`src/rtl/pts_sr_16_if.sv`:
```
// Block-load / word-serial handshake bundle for pts_sr_16.
// The master loads blocks and consumes words; the slave is the shift register itself.
interface pts_sr_16_if #(
    parameter int NUM_WORDS = 16,
    parameter int WORD_W    = 32
);
    localparam int CNT_W = $clog2(NUM_WORDS);

    logic                        clear;
    logic                        load;
    logic [NUM_WORDS*WORD_W-1:0] parallel_in;
    logic                        load_ready;
    logic [WORD_W-1:0]           serial_out;
    logic                        out_valid;
    logic                        out_ready;
    logic                        last;
    logic [CNT_W-1:0]            word_cnt;
    logic                        done;

    modport master (
        output clear, load, parallel_in, out_ready,
        input  load_ready, serial_out, out_valid, last, word_cnt, done
    );

    modport slave (
        input  clear, load, parallel_in, out_ready,
        output load_ready, serial_out, out_valid, last, word_cnt, done
    );
endinterface

```
`src/rtl/pts_sr_16.sv`:
```
// Parallel-to-serial shift register: captures a whole block in one cycle and
// emits it most-significant word first over a valid/ready handshake.
module pts_sr_16 #(
    parameter int NUM_WORDS = 16,
    parameter int WORD_W    = 32
) (
    input  logic         clk,
    input  logic         n_rst,
    pts_sr_16_if.slave   bus
);
    localparam int BLK_W = NUM_WORDS * WORD_W;
    localparam int CNT_W = $clog2(NUM_WORDS);
    localparam logic [CNT_W-1:0] LAST_IDX = CNT_W'(NUM_WORDS - 1);

    typedef enum logic [0:0] {
        IDLE = 1'b0,
        SEND = 1'b1
    } state_t;

    state_t           state_q, state_d;
    logic [BLK_W-1:0] shift_q, shift_d;
    logic [CNT_W-1:0] cnt_q,   cnt_d;
    logic             done_q,  done_d;

    // NOTE: every _d gets its hold value first so no path through this block infers a latch.
    always_comb begin
        state_d = state_q;
        shift_d = shift_q;
        cnt_d   = cnt_q;
        done_d  = 1'b0;

        if (bus.clear) begin
            // Flush wins over load and over a coinciding transfer.
            state_d = IDLE;
            shift_d = '0;
            cnt_d   = '0;
        end else begin
            unique case (state_q)
                IDLE: begin
                    if (bus.load) begin
                        state_d = SEND;
                        shift_d = bus.parallel_in;
                        cnt_d   = '0;
                    end
                end
                SEND: begin
                    if (bus.out_ready) begin
                        // Zero fill leaves the register cleared once the last word leaves.
                        shift_d = {shift_q[BLK_W-WORD_W-1:0], {WORD_W{1'b0}}};
                        if (cnt_q == LAST_IDX) begin
                            state_d = IDLE;
                            cnt_d   = '0;
                            done_d  = 1'b1;
                        end else begin
                            cnt_d = cnt_q + 1'b1;
                        end
                    end
                end
                default: state_d = IDLE;
            endcase
        end
    end

    // NOTE: the wide shift register is reset too, so serial_out reads 0 rather than X in IDLE.
    // NOTE: sequential state is updated with <= only, so all flops see pre-edge values.
    always_ff @(posedge clk or negedge n_rst) begin
        if (!n_rst) begin
            state_q <= IDLE;
            shift_q <= '0;
            cnt_q   <= '0;
            done_q  <= 1'b0;
        end else begin
            state_q <= state_d;
            shift_q <= shift_d;
            cnt_q   <= cnt_d;
            done_q  <= done_d;
        end
    end

    assign bus.load_ready = (state_q == IDLE);
    assign bus.out_valid  = (state_q == SEND);
    assign bus.last       = (state_q == SEND) && (cnt_q == LAST_IDX);
    assign bus.serial_out = shift_q[BLK_W-1 -: WORD_W];
    assign bus.word_cnt   = cnt_q;
    assign bus.done       = done_q;
endmodule

```
`src/flat_wrapper.sv`:
```
// flat-port wrapper written by rule: the top's interface ports become plain ports
module pts_sr_16_flat 
#(
    parameter int NUM_WORDS = 16,
    parameter int WORD_W    = 32
)
  (clk, n_rst, bus_clear, bus_load, bus_parallel_in, bus_out_ready, bus_load_ready, bus_serial_out, bus_out_valid, bus_last, bus_word_cnt, bus_done);
  pts_sr_16_if #(.NUM_WORDS(NUM_WORDS), .WORD_W(WORD_W)) bus_i ();
  input  logic clk;
  input  logic n_rst;
  input wire logic [$bits(bus_i.clear)-1:0] bus_clear;
  input wire logic [$bits(bus_i.load)-1:0] bus_load;
  input wire logic [$bits(bus_i.parallel_in)-1:0] bus_parallel_in;
  input wire logic [$bits(bus_i.out_ready)-1:0] bus_out_ready;
  output wire logic [$bits(bus_i.load_ready)-1:0] bus_load_ready;
  output wire logic [$bits(bus_i.serial_out)-1:0] bus_serial_out;
  output wire logic [$bits(bus_i.out_valid)-1:0] bus_out_valid;
  output wire logic [$bits(bus_i.last)-1:0] bus_last;
  output wire logic [$bits(bus_i.word_cnt)-1:0] bus_word_cnt;
  output wire logic [$bits(bus_i.done)-1:0] bus_done;
  assign bus_i.clear = bus_clear;
  assign bus_i.load = bus_load;
  assign bus_i.parallel_in = bus_parallel_in;
  assign bus_i.out_ready = bus_out_ready;
  assign bus_load_ready = bus_i.load_ready;
  assign bus_serial_out = bus_i.serial_out;
  assign bus_out_valid = bus_i.out_valid;
  assign bus_last = bus_i.last;
  assign bus_word_cnt = bus_i.word_cnt;
  assign bus_done = bus_i.done;
  pts_sr_16 #(.NUM_WORDS(NUM_WORDS), .WORD_W(WORD_W)) u_core (.clk(clk), .n_rst(n_rst), .bus(bus_i));
endmodule
```
`config.mk`:
```
export PLATFORM = sky130hd
export DESIGN_NAME = pts_sr_16_flat
export DESIGN_NICKNAME = d
export VERILOG_FILES = /design/src/rtl/pts_sr_16_if.sv /design/src/rtl/pts_sr_16.sv /design/src/flat_wrapper.sv
export SDC_FILE = /design/constraint.sdc
export NUM_CORES = 1
export LEC_CHECK = 0
export ABC_CLOCK_PERIOD_IN_PS = 3750
export BUFFER_PORTS_ARGS = -buffer_cell sky130_fd_sc_hd__buf_2
export CORE_AREA = 2 2 214 216
export CTS_CLUSTER_DIAMETER = 150
export DETAILED_ROUTE_END_ITERATION = 8
export DIE_AREA = 0 0 216 218
export HOLD_SLACK_MARGIN = 0.05
export MAX_ROUTING_LAYER = met4
export PLACE_DENSITY = 0.83
export SLEW_MARGIN = 15
export SYNTH_ARGS = -nofsm -noshare
export SYNTH_HDL_FRONTEND = slang
export SYNTH_SLANG_ARGS = --single-unit
```
`constraint.sdc`:
```
create_clock -name clk -period 3.75 [get_ports clk]
set_input_delay 0.5625 -clock clk [delete_from_list [all_inputs] [get_ports clk]]
set_output_delay 0.5625 -clock clk [all_outputs]
set_load 0.005 [all_outputs]
```
======== After elaboration in Yosys (flattened, before gate mapping) ========
Cells that the tools add are included.
storage, ports and cells
  bits in registers ....................... 518
  word-level logic and storage cells ...... 29
cells by class
  $add $sub $neg .......................... 1
  equality and inequality tests ........... 3
  multiplexer cells ....................... 18
  bitwise gates (word level) .............. 1
  reductions and logical operators ........ 2
operators with widths
  cell                                           count
  two-way mux 512 bit                            3
  case mux 512 bit (2 select lines)              1
  two-way mux 4 bit                              4
  two-way mux 1 bit                              8
  case mux 4 bit (2 select lines)                1
  inequality test 3 bit (second input constant)  2
  adder 4 x 1 -> 4 bit (second input constant)   1
  equality test 4 bit (second input constant)    1
  case mux 1 bit (2 select lines)                1
  AND reduction 2 bit                            1
  logical AND 1 bit                              1
  NOT 1 bit                                      1

======== Longest topological paths before layout ========
Gate-level depths: netlist (run 1).
  word-level depth ........................ 5
  mapped depth ............................ 7
  depth with buffers taken out ............ 4

======== Least setup slack after synthesis (run 1) ========
No wires, ideal clock.
  path kind ............................... reg-to-reg
  start ................................... reg u_core.state_q (netlist: u_core.bus.out_valid)
  end ..................................... reg u_core.shift_q[236]
  arrival ................................. 1732 ps
  path slack .............................. 1891 ps
  cell stages (with the launch flop) ...... 8
  buffers on the path ..................... 4
  period minus slack after synthesis ...... 1859 ps
  cells stage by stage .................... dfrtp_1 buf_4 mux2i_4 nor2b_4 buf_6 buf_8 buf_8 mux2_1
between the ends
  cells in the longest elaborated chain, start to end .. 3
RTL lines
  item                                                                        RTL line         text
  from (decl)                                                                 pts_sr_16.sv:20  state_t state_q, state_d;
  from (signal assigned)                                                      pts_sr_16.sv:73  state_q <= state_d;
  NOT 1 bit                                                                   pts_sr_16.sv:38  unique case (state_q)
  case mux 512 bit (2 select lines) or inequality test 3 bit (tied branches)  -
  two-way mux 512 bit or AND reduction 2 bit (tied branches)                  -
  to (signal assigned)                                                        pts_sr_16.sv:74  shift_q <= shift_d;
  to (decl)                                                                   pts_sr_16.sv:21  logic [BLK_W-1:0] shift_q, shift_d;
Several ways; a longest one is shown, not always the timed one.
A chain may end at the register's enable or synchronous reset.

======== Final worst setup path (run 1) ========
  start ................................... reg u_core.state_q (netlist: u_core.bus.out_valid)
  end ..................................... reg u_core.shift_q[340]
Same word-level chain as after synthesis.

==> results of run 1 <==
-- final cells by class --
class,count,area (sq um)
fill,3313,15500
sequential,518,13000
clock inverter,20,240
inverter,2,7.51
tap,600,751
timing repair buffer,601,3450
multi-input combinational,1080,10300
antenna,40,100
clock buffer,79,1590
-- per-layer routing --
layer,part of all wire,up-vias,wire length (microns)
li1,-,7819,-
met1,0.38,8950,26800
met2,0.50,667,35400
met3,0.079,142,5540
met4,0.039,0,2740
met5,0,-,0
-- flip-flops by register name, indices dropped and copies added (netlist names) --
signal                flops
u_core.shift_q          512
u_core.bus.word_cnt       4
u_core.bus.done           1
u_core.bus.out_valid      1
-- report_power, final --
| group | leakage (nW) | switching [mW] | internal, mW |
|---|---|---|---|
| clock network | 0.897 | 2.26 | 3.27 |
| logic | 7.33 | 0.866 | 0.933 |
| registers | 6.81 | 0.385 | 6.13 |
| total | 15.0 | 3.51 | 10.3 |
-- timing repair --
item,CTS,global route
endpoints found under the hold margin,72,0
hold buffers,1,0
buffers inserted,0,0
-- worst register-to-register path: stages (launching register included) --
cell and delay (ps):
sky130_fd_sc_hd__dfrtp_1 570, sky130_fd_sc_hd__mux2i_4 340, sky130_fd_sc_hd__nor2b_4 300, sky130_fd_sc_hd__buf_12 200
sky130_fd_sc_hd__buf_4 510, sky130_fd_sc_hd__mux2_1 430
-- worst max path at each step --
stage,from,end,slack [ps],depth (start not counted)
after floorplan,u_core.bus.out_valid$_DFF_PN0_,u_core.shift_q[236]$_DFFE_PN0P_,1890,7
after global placement,bus_clear,u_core.shift_q[82]$_DFFE_PN0P_,1300,5
after detailed placement,bus_clear,u_core.shift_q[449]$_DFFE_PN0P_,1250,7
after CTS,u_core.bus.out_valid$_DFF_PN0_,u_core.shift_q[340]$_DFFE_PN0P_,1250,5
after global routing,u_core.bus.out_valid$_DFF_PN0_,u_core.shift_q[340]$_DFFE_PN0P_,1190,5
final,u_core.bus.out_valid$_DFF_PN0_,u_core.shift_q[340]$_DFFE_PN0P_,1280,5
-- logic make-up after synthesis --
logic type | synth area share
fa+ha+maj | 0.000508
mux | 0.221
flops | 0.526
compound gates | 0.178
buf+inv | 0.0552
simple gates | 0.0192
-- cells in the final DEF, fill, tap and decap left out, types with 2 or more instances in the layout --
master	instances
sky130_fd_sc_hd__buf_2	555
sky130_fd_sc_hd__dfrtp_1	518
sky130_fd_sc_hd__a22o_1	480
sky130_fd_sc_hd__mux2_1	400
sky130_fd_sc_hd__mux2_2	80
sky130_fd_sc_hd__clkbuf_16	55
sky130_fd_sc_hd__diode_2	40
sky130_fd_sc_hd__nand2_1	34
sky130_fd_sc_hd__nand3b_1	34
sky130_fd_sc_hd__o21ai_0	32
sky130_fd_sc_hd__buf_12	25
sky130_fd_sc_hd__buf_4	19
sky130_fd_sc_hd__clkbuf_8	12
sky130_fd_sc_hd__clkbuf_1	12
sky130_fd_sc_hd__clkinv_2	10
sky130_fd_sc_hd__bufinv_16	5
sky130_fd_sc_hd__clkinvlp_4	3
sky130_fd_sc_hd__inv_1	2
sky130_fd_sc_hd__nand3_1	2
sky130_fd_sc_hd__and3_1	2
sky130_fd_sc_hd__nor2b_4	2
==> flow_metrics.tcl, run 1 <==
set metrics [dict create \
    finalCriticalPeriod_ps 2470 \
    synth.largest_area_cell "sky130_fd_sc_hd__dfrtp_1" \
    gr-usage-met3 0.0833 \
    placedInstanceArea_sq_um 27500 \
    ff_to_ff_end "u_core.shift_q[340]$_DFFE_PN0P_" \
    rows 78 \
    floorplan.initialDensity 0.549 \
    cts-htree-levels 2 \
    crit_family "multiplexers" \
    dieArea_sq_um 47100 \
    skew_ps 15.6 \
    p_leak_nw 15.0 \
    synth-seq-cells 518 \
    syn_area_sq_um 24600 \
    clk_pin_slew_worst_paths_ps 60 \
    r2r_setup_slack_ps 1280 \
    crit_arrival_ps 2950 \
    worstHoldStart "bus_parallel_in[25]" \
    die_w_microns 216 \
    global_route_met2_utilization 0.501 \
    cts_tree "yes" \
    design.core.area_sq_um 44900 \
    synth_ff_type "sky130_fd_sc_hd__dfrtp_1" \
    synthCells 1807 \
    number_of_endpoints_failing_setup_at_the_final_stage 0 \
    clk-insertion-delay-late_ps 600 \
    timing.reg2reg.worst_path_depth 5 \
    wp_data_required_ps 4220 \
    groute.usage.overall 0.303 \
    synthesis.nets 2325 \
    globalRoute.totalOverflow 0 \
    kind_of_start_point_of_the_critical_path "flop" \
    critPathMaxFanout 45 \
    p_per_area_nw_per_um2 471 \
    synth.lib_cells_used.distinct 31 \
    ant_nets 0 \
    holdPathStages 3 \
    hp_class "in -> reg" \
    port-buffer-count 556 \
    grt_first_pass_wirelength_microns 106000 \
    drt-total-wl_microns 70500 \
    viasPerCell 5.98 \
    route.vias.total 17578 \
    maxCapViolCount 0 \
    fin_tns_setup_ps 0 \
    final.setup.worst_slack_ps 1280 \
    rsz0062_at_grt "false" \
    synth.most_common_cell "sky130_fd_sc_hd__dfrtp_1" \
    synthDominantCellAreaShare 0.526 \
    synth_enable_flop_cells 0 \
    worst-slew-pin-transition_ps 813 \
    number_of_remaining_drc_errors 0 \
    critPathCaptureType "flop" \
    worst-setup-path-type "reg -> reg" \
    rd_place_congestion 0.947 \
    cts_resized 0 \
    yosys_warnings 0 \
    synth_top_cells_by_area "sky130_fd_sc_hd__dfrtp_1 53%, sky130_fd_sc_hd__mux2_1 18%, sky130_fd_sc_hd__a22o_1 17%" \
    floorplan.io_pins 557 \
    clockBufferDepth 3 \
    place_hpwl_microns 50100 \
    yosysSeqAreaShare 0.526 \
    cp_cell_sequence "mux2i_4, nor2b_4, buf_12, buf_4, mux2_1" \
    r2r-start "u_core.bus.out_valid$_DFF_PN0_" \
    groute.layer.met1.usage 0.346 \
    run_status "complete, no violations" \
    cp.buffers_inverters 2 \
    design.final.nets 2775 \
    first_iter_violations 1604 \
    final-hold-violation-count 0 \
    place.detailed.instances 2800 \
    drt-wirelength-per-cell_microns 24.0 \
    fin_total_pwr_mw 13.8 \
    final_design_area_no_fill_sq_um 29400 \
    synth.avg_cell_area_sq_um 13.6 \
    drt_first_pass_iters 5 \
    crit_path_top_delay_cell "sky130_fd_sc_hd__dfrtp_1" \
    area.growth.synth_to_final_pct 19.4 \
    synth_top_cells_by_count "518 x sky130_fd_sc_hd__dfrtp_1, 480 x sky130_fd_sc_hd__a22o_1, 400 x sky130_fd_sc_hd__mux2_1, 107 x sky130_fd_sc_hd__clkbuf_1, 80 x sky130_fd_sc_hd__mux2_2" \
    fin_cells 2940 \
    dpl_worst_slack_ps 1250 \
    hold-path-endpoint "u_core.shift_q[25]$_DFFE_PN0P_" \
    slowest_delay_ps 570 \
    first_global_vias 18085 \
    largest_net_degree_at_the_start_of_global_routing 132 \
    fmax_mhz 404 \
    final_min_period_over_clock_period 0.660 \
    die-height_microns 218 \
    number_of_buffers_created_by_cts 54 \
    clockRootBuffer "sky130_fd_sc_hd__clkbuf_16" \
    max-vdd-ir-drop_mv 0.334 \
    grt_antenna_before_repair 41 \
    hold_slack_ps 209 \
    postSynth.asyncResetShare 1.00 \
    clock_sinks 518 \
    timing.max_slew.rel_slack 0.457 \
    finalMaxSlewViolations 0 \
    final_core_utilization 0.655 \
    final_layout_size_suffix_gt1_frac 0.335 \
    gr-max-usage-layer "met2" \
]
Power figures use the tool's default switching activity.
==> run 2, diff against run 1 <==
--- a/config.mk
+++ b/config.mk
@@ -5,12 +5,13 @@
 export SDC_FILE = /design/constraint.sdc
 export NUM_CORES = 1
 export LEC_CHECK = 0
-export ABC_CLOCK_PERIOD_IN_PS = 3750
+export ABC_AREA = 1
+export ABC_CLOCK_PERIOD_IN_PS = 2550
 export BUFFER_PORTS_ARGS = -buffer_cell sky130_fd_sc_hd__buf_2
-export CORE_AREA = 2 2 214 216
+export CORE_MARGIN = 2
+export CORE_UTILIZATION = 55
 export CTS_CLUSTER_DIAMETER = 150
 export DETAILED_ROUTE_END_ITERATION = 8
-export DIE_AREA = 0 0 216 218
 export HOLD_SLACK_MARGIN = 0.05
 export MAX_ROUTING_LAYER = met4
 export PLACE_DENSITY = 0.83
==> constraint.sdc (replaced) <==
create_clock -name clk -period 2.55 [get_ports clk]
set_input_delay 0.3825 -clock clk [delete_from_list [all_inputs] [get_ports clk]]
set_output_delay 0.3825 -clock clk [all_outputs]
set_load 0.005 [all_outputs]
==> run 2 against run 1 <==
Net effect:
- wire length grew 9.1%
- via count grew 34%
- first-iteration DRC count grew 63%
- core utilization grew 1.8 points
- combinational power grew 86%
- count of clock-buffer cells in the layout grew 4
- register-to-register slack lost 820 ps
- critical path depth grew 1
- die area grew 0.60%
- clock power grew 51%
- power grew 52%
- critical path type unchanged
==> flow_metrics.tcl, run 2 <==
set metrics [dict create \
    run_status "complete, no violations" \
    final-hold-violation-count 0 \
    route.vias.total 23567 \
    first_iter_violations 2617 \
    max-vdd-ir-drop_mv 0.510 \
    viasPerCell 5.29 \
    cts-htree-levels 2 \
    number_of_endpoints_failing_setup_at_the_final_stage 0 \
    mostFrequentLayoutCell "sky130_fd_sc_hd__nand2_1" \
    mostFrequentLayoutCells "1,168 x sky130_fd_sc_hd__nand2_1, 924 x sky130_fd_sc_hd__o21ai_0, 555 x sky130_fd_sc_hd__buf_2, 518 x sky130_fd_sc_hd__dfrtp_1, 453 x sky130_fd_sc_hd__inv_1" \
    ant_nets 0 \
    largest_net_degree_at_the_start_of_global_routing 167 \
    fin_total_pwr_mw 21.1 \
    p_per_area_nw_per_um2 693 \
    cts_tree "yes" \
    skew_ps 17.1 \
    clockBufferDepth 3 \
    synth.largest_area_cell "sky130_fd_sc_hd__dfrtp_1" \
    kind_of_start_point_of_the_critical_path "flop" \
    floorplan.io_pins 557 \
    number_of_buffers_created_by_cts 54 \
    grt_antenna_before_repair 16 \
    drt_first_pass_iters 8 \
    finalCriticalPeriod_ps 2100 \
    rsz0062_at_grt "false" \
    synth_ff_type "sky130_fd_sc_hd__dfrtp_1" \
    worst-slew-pin-transition_ps 642 \
    floorplan.initialDensity 0.556 \
    synth-seq-cells 518 \
    cp_cell_sequence "o21ai_0, nand2_4, buf_12, buf_4, nand2_1, o21ai_0" \
    p_leak_nw 14.9 \
    p_seq_frac 0.445 \
    fmax_mhz 477 \
    yosysSeqAreaShare 0.516 \
    maxCapViolCount 0 \
    synth_top_cells_by_count "1,170 x sky130_fd_sc_hd__nand2_1, 924 x sky130_fd_sc_hd__o21ai_0, 518 x sky130_fd_sc_hd__dfrtp_1, 453 x sky130_fd_sc_hd__inv_1, 105 x sky130_fd_sc_hd__buf_2" \
    hp_class "in -> reg" \
    clock_sinks 518 \
    synth.lib_cells_used.distinct 19 \
    timing.max_slew.rel_slack 0.572 \
    final_core_utilization 0.673 \
    slowest_delay_ps 590 \
    first_global_vias 22305 \
    postSynth.asyncResetShare 1.00 \
    regMostFlops "u_core.shift_q" \
    synth_top_cells_by_area "sky130_fd_sc_hd__dfrtp_1 52%, sky130_fd_sc_hd__o21ai_0 18%, sky130_fd_sc_hd__nand2_1 17%" \
    syn_area_sq_um 25100 \
    design.core.area_sq_um 45200 \
    critPathMaxFanout 57 \
    comb_power_share 0.159 \
    number_of_remaining_drc_errors 0 \
    synth.avg_cell_area_sq_um 7.51 \
    rows 78 \
    drt-wirelength-per-cell_microns 17.3 \
    drt-total-wl_microns 77000 \
    worst-setup-path-type "reg -> reg" \
    crit_path_top_delay_cell "sky130_fd_sc_hd__dfrtp_1" \
    dieArea_sq_um 47400 \
    crit_family "buffers and inverters" \
    final_layout_size_suffix_gt1_frac 0.185 \
    clk-insertion-delay-late_ps 610 \
    die-height_microns 218 \
    cp.buffers_inverters 2 \
    wp_data_required_ps 3060 \
    synthCells 3343 \
    place_hpwl_microns 54200 \
    internal_power_mw 15.2 \
    groute.usage.overall 0.330 \
    design.final.nets 4311 \
    synthesis.nets 3861 \
    fin_tns_setup_ps 0 \
    cts_resized 0 \
    num-fill-cells 3713 \
    clock_power_share 0.396 \
    final_min_period_over_clock_period 0.822 \
    synth.most_common_cell "sky130_fd_sc_hd__nand2_1" \
    synthDominantCellAreaShare 0.516 \
    area.growth.synth_to_final_pct 21.1 \
    clk_pin_slew_worst_paths_ps 70 \
    port-buffer-count 556 \
    clockRootBuffer "sky130_fd_sc_hd__clkbuf_16" \
    yosys_warnings 0 \
    max_ffs_per_register 512 \
    rd_place_congestion 0.956 \
    cpMostUsedCell "sky130_fd_sc_hd__o21ai_0" \
    switching_share 0.277 \
    critPathCaptureType "flop" \
    crit_arrival_ps 2600 \
    finalMaxSlewViolations 0 \
    globalRoute.totalOverflow 0 \
    synth_enable_flop_cells 0 \
    grt_first_pass_wirelength_microns 118000 \
    die_w_microns 218 \
    power_switching_mw 5.84 \
]
-- run 2: cell count changes in the layout (fill, tap and decap cells not counted), sizes merged, moves of 17 or more --
cell / previous run / this run
mux2: 480 / 0
dlygate4sd3: 1 / 31
a22o: 480 / 0
nand2: 34 / 1171
inv: 3 / 455
diode: 40 / 17
nand3b: 34 / 1
o21ai: 32 / 932
buf: 600 / 617
-- run 2: logic make-up after synthesis --
group / share of synthesized area
adder cells (fa/ha/maj): 0.000498
AND/OR/NAND/NOR: 0.178
buffers and inverters: 0.120
flip-flops: 0.516
AO/OA/AOI/OAI: 0.186
-- run 2: worst min-delay path, cell delays in order --
cell and delay, ps:
sky130_fd_sc_hd__buf_2 70, sky130_fd_sc_hd__nand2_1 40, sky130_fd_sc_hd__nand2_1 60, sky130_fd_sc_hd__nand2_1 40
sky130_fd_sc_hd__o21ai_0 60
-- run 2: worst paths after layout --
| kind | from | to | slack (ps) | cells after the start |
|---|---|---|---|---|
| worst max-delay path | u_core.bus.out_valid$_DFF_PN0_ | u_core.shift_q[295]$_DFFE_PN0P_ | 450 | 6 |
| worst min-delay path | bus_parallel_in[52] | u_core.shift_q[52]$_DFFE_PN0P_ | 90 | 5 |
| worst max register to register | u_core.bus.out_valid$_DFF_PN0_ | u_core.shift_q[295]$_DFFE_PN0P_ | 450 | 6 |
| worst min register to register | u_core.shift_q[486]$_DFFE_PN0P_ | u_core.shift_q[486]$_DFFE_PN0P_ | 470 | 2 |
| max in group asynchronous | n_rst | u_core.shift_q[111]$_DFFE_PN0P_ | 1260 | 3 |
| min in group asynchronous | n_rst | u_core.shift_q[326]$_DFFE_PN0P_ | 350 | 2 |
-- run 2: area by class of cell --
class	instances	area, sq um	share of cell area
Clock buffer	83	1640	0.0541
Clock inverter	16	233	0.00765
Multi-Input combinational cell	2116	9170	0.302
Antenna cell	17	42.5	0.00140
Timing Repair Buffer	648	3900	0.128
Sequential cell	518	13000	0.426
Tap cell	600	751	0.0247
Inverter	455	1710	0.0562
-- run 2: per-layer routing --
metal	routed length, microns	global-route usage
met1	31300	0.432
met2	37200	0.528
met3	5590	0.0368
met4	2830	0.137
met5	0	-
-- run 2: what timing repair did --
item / in CTS / in global routing
hold buffers: 31 / 0
endpoints found under the hold margin: 83 / 0
buffers inserted: 0 / 0
-- run 2: power by group through the flow --
stage | Clock (mW) | Sequential (mW) | Combinational (mW)
floorplan | 0 | 9.44 | 1.91
detailed placement | 0 | 9.51 | 3.24
finish | 8.34 | 9.38 | 3.35
CTS | 8.38 | 9.37 | 3.32
global route | 8.74 | 9.46 | 3.76
global placement | 0 | 9.47 | 3.18
-- run 2: stage by stage --
stage               hold WS, ps  std cells  worst slack [ps]  area, sq um
floorplan                  86.9       3343              1120        25100
CTS                        51.0       4436               476        30400
global placement            399       4306               635        28200
finish                     86.0       4453               454        30400
global route               76.5       4452               316        30400
detailed placement          411       4306               531        28200
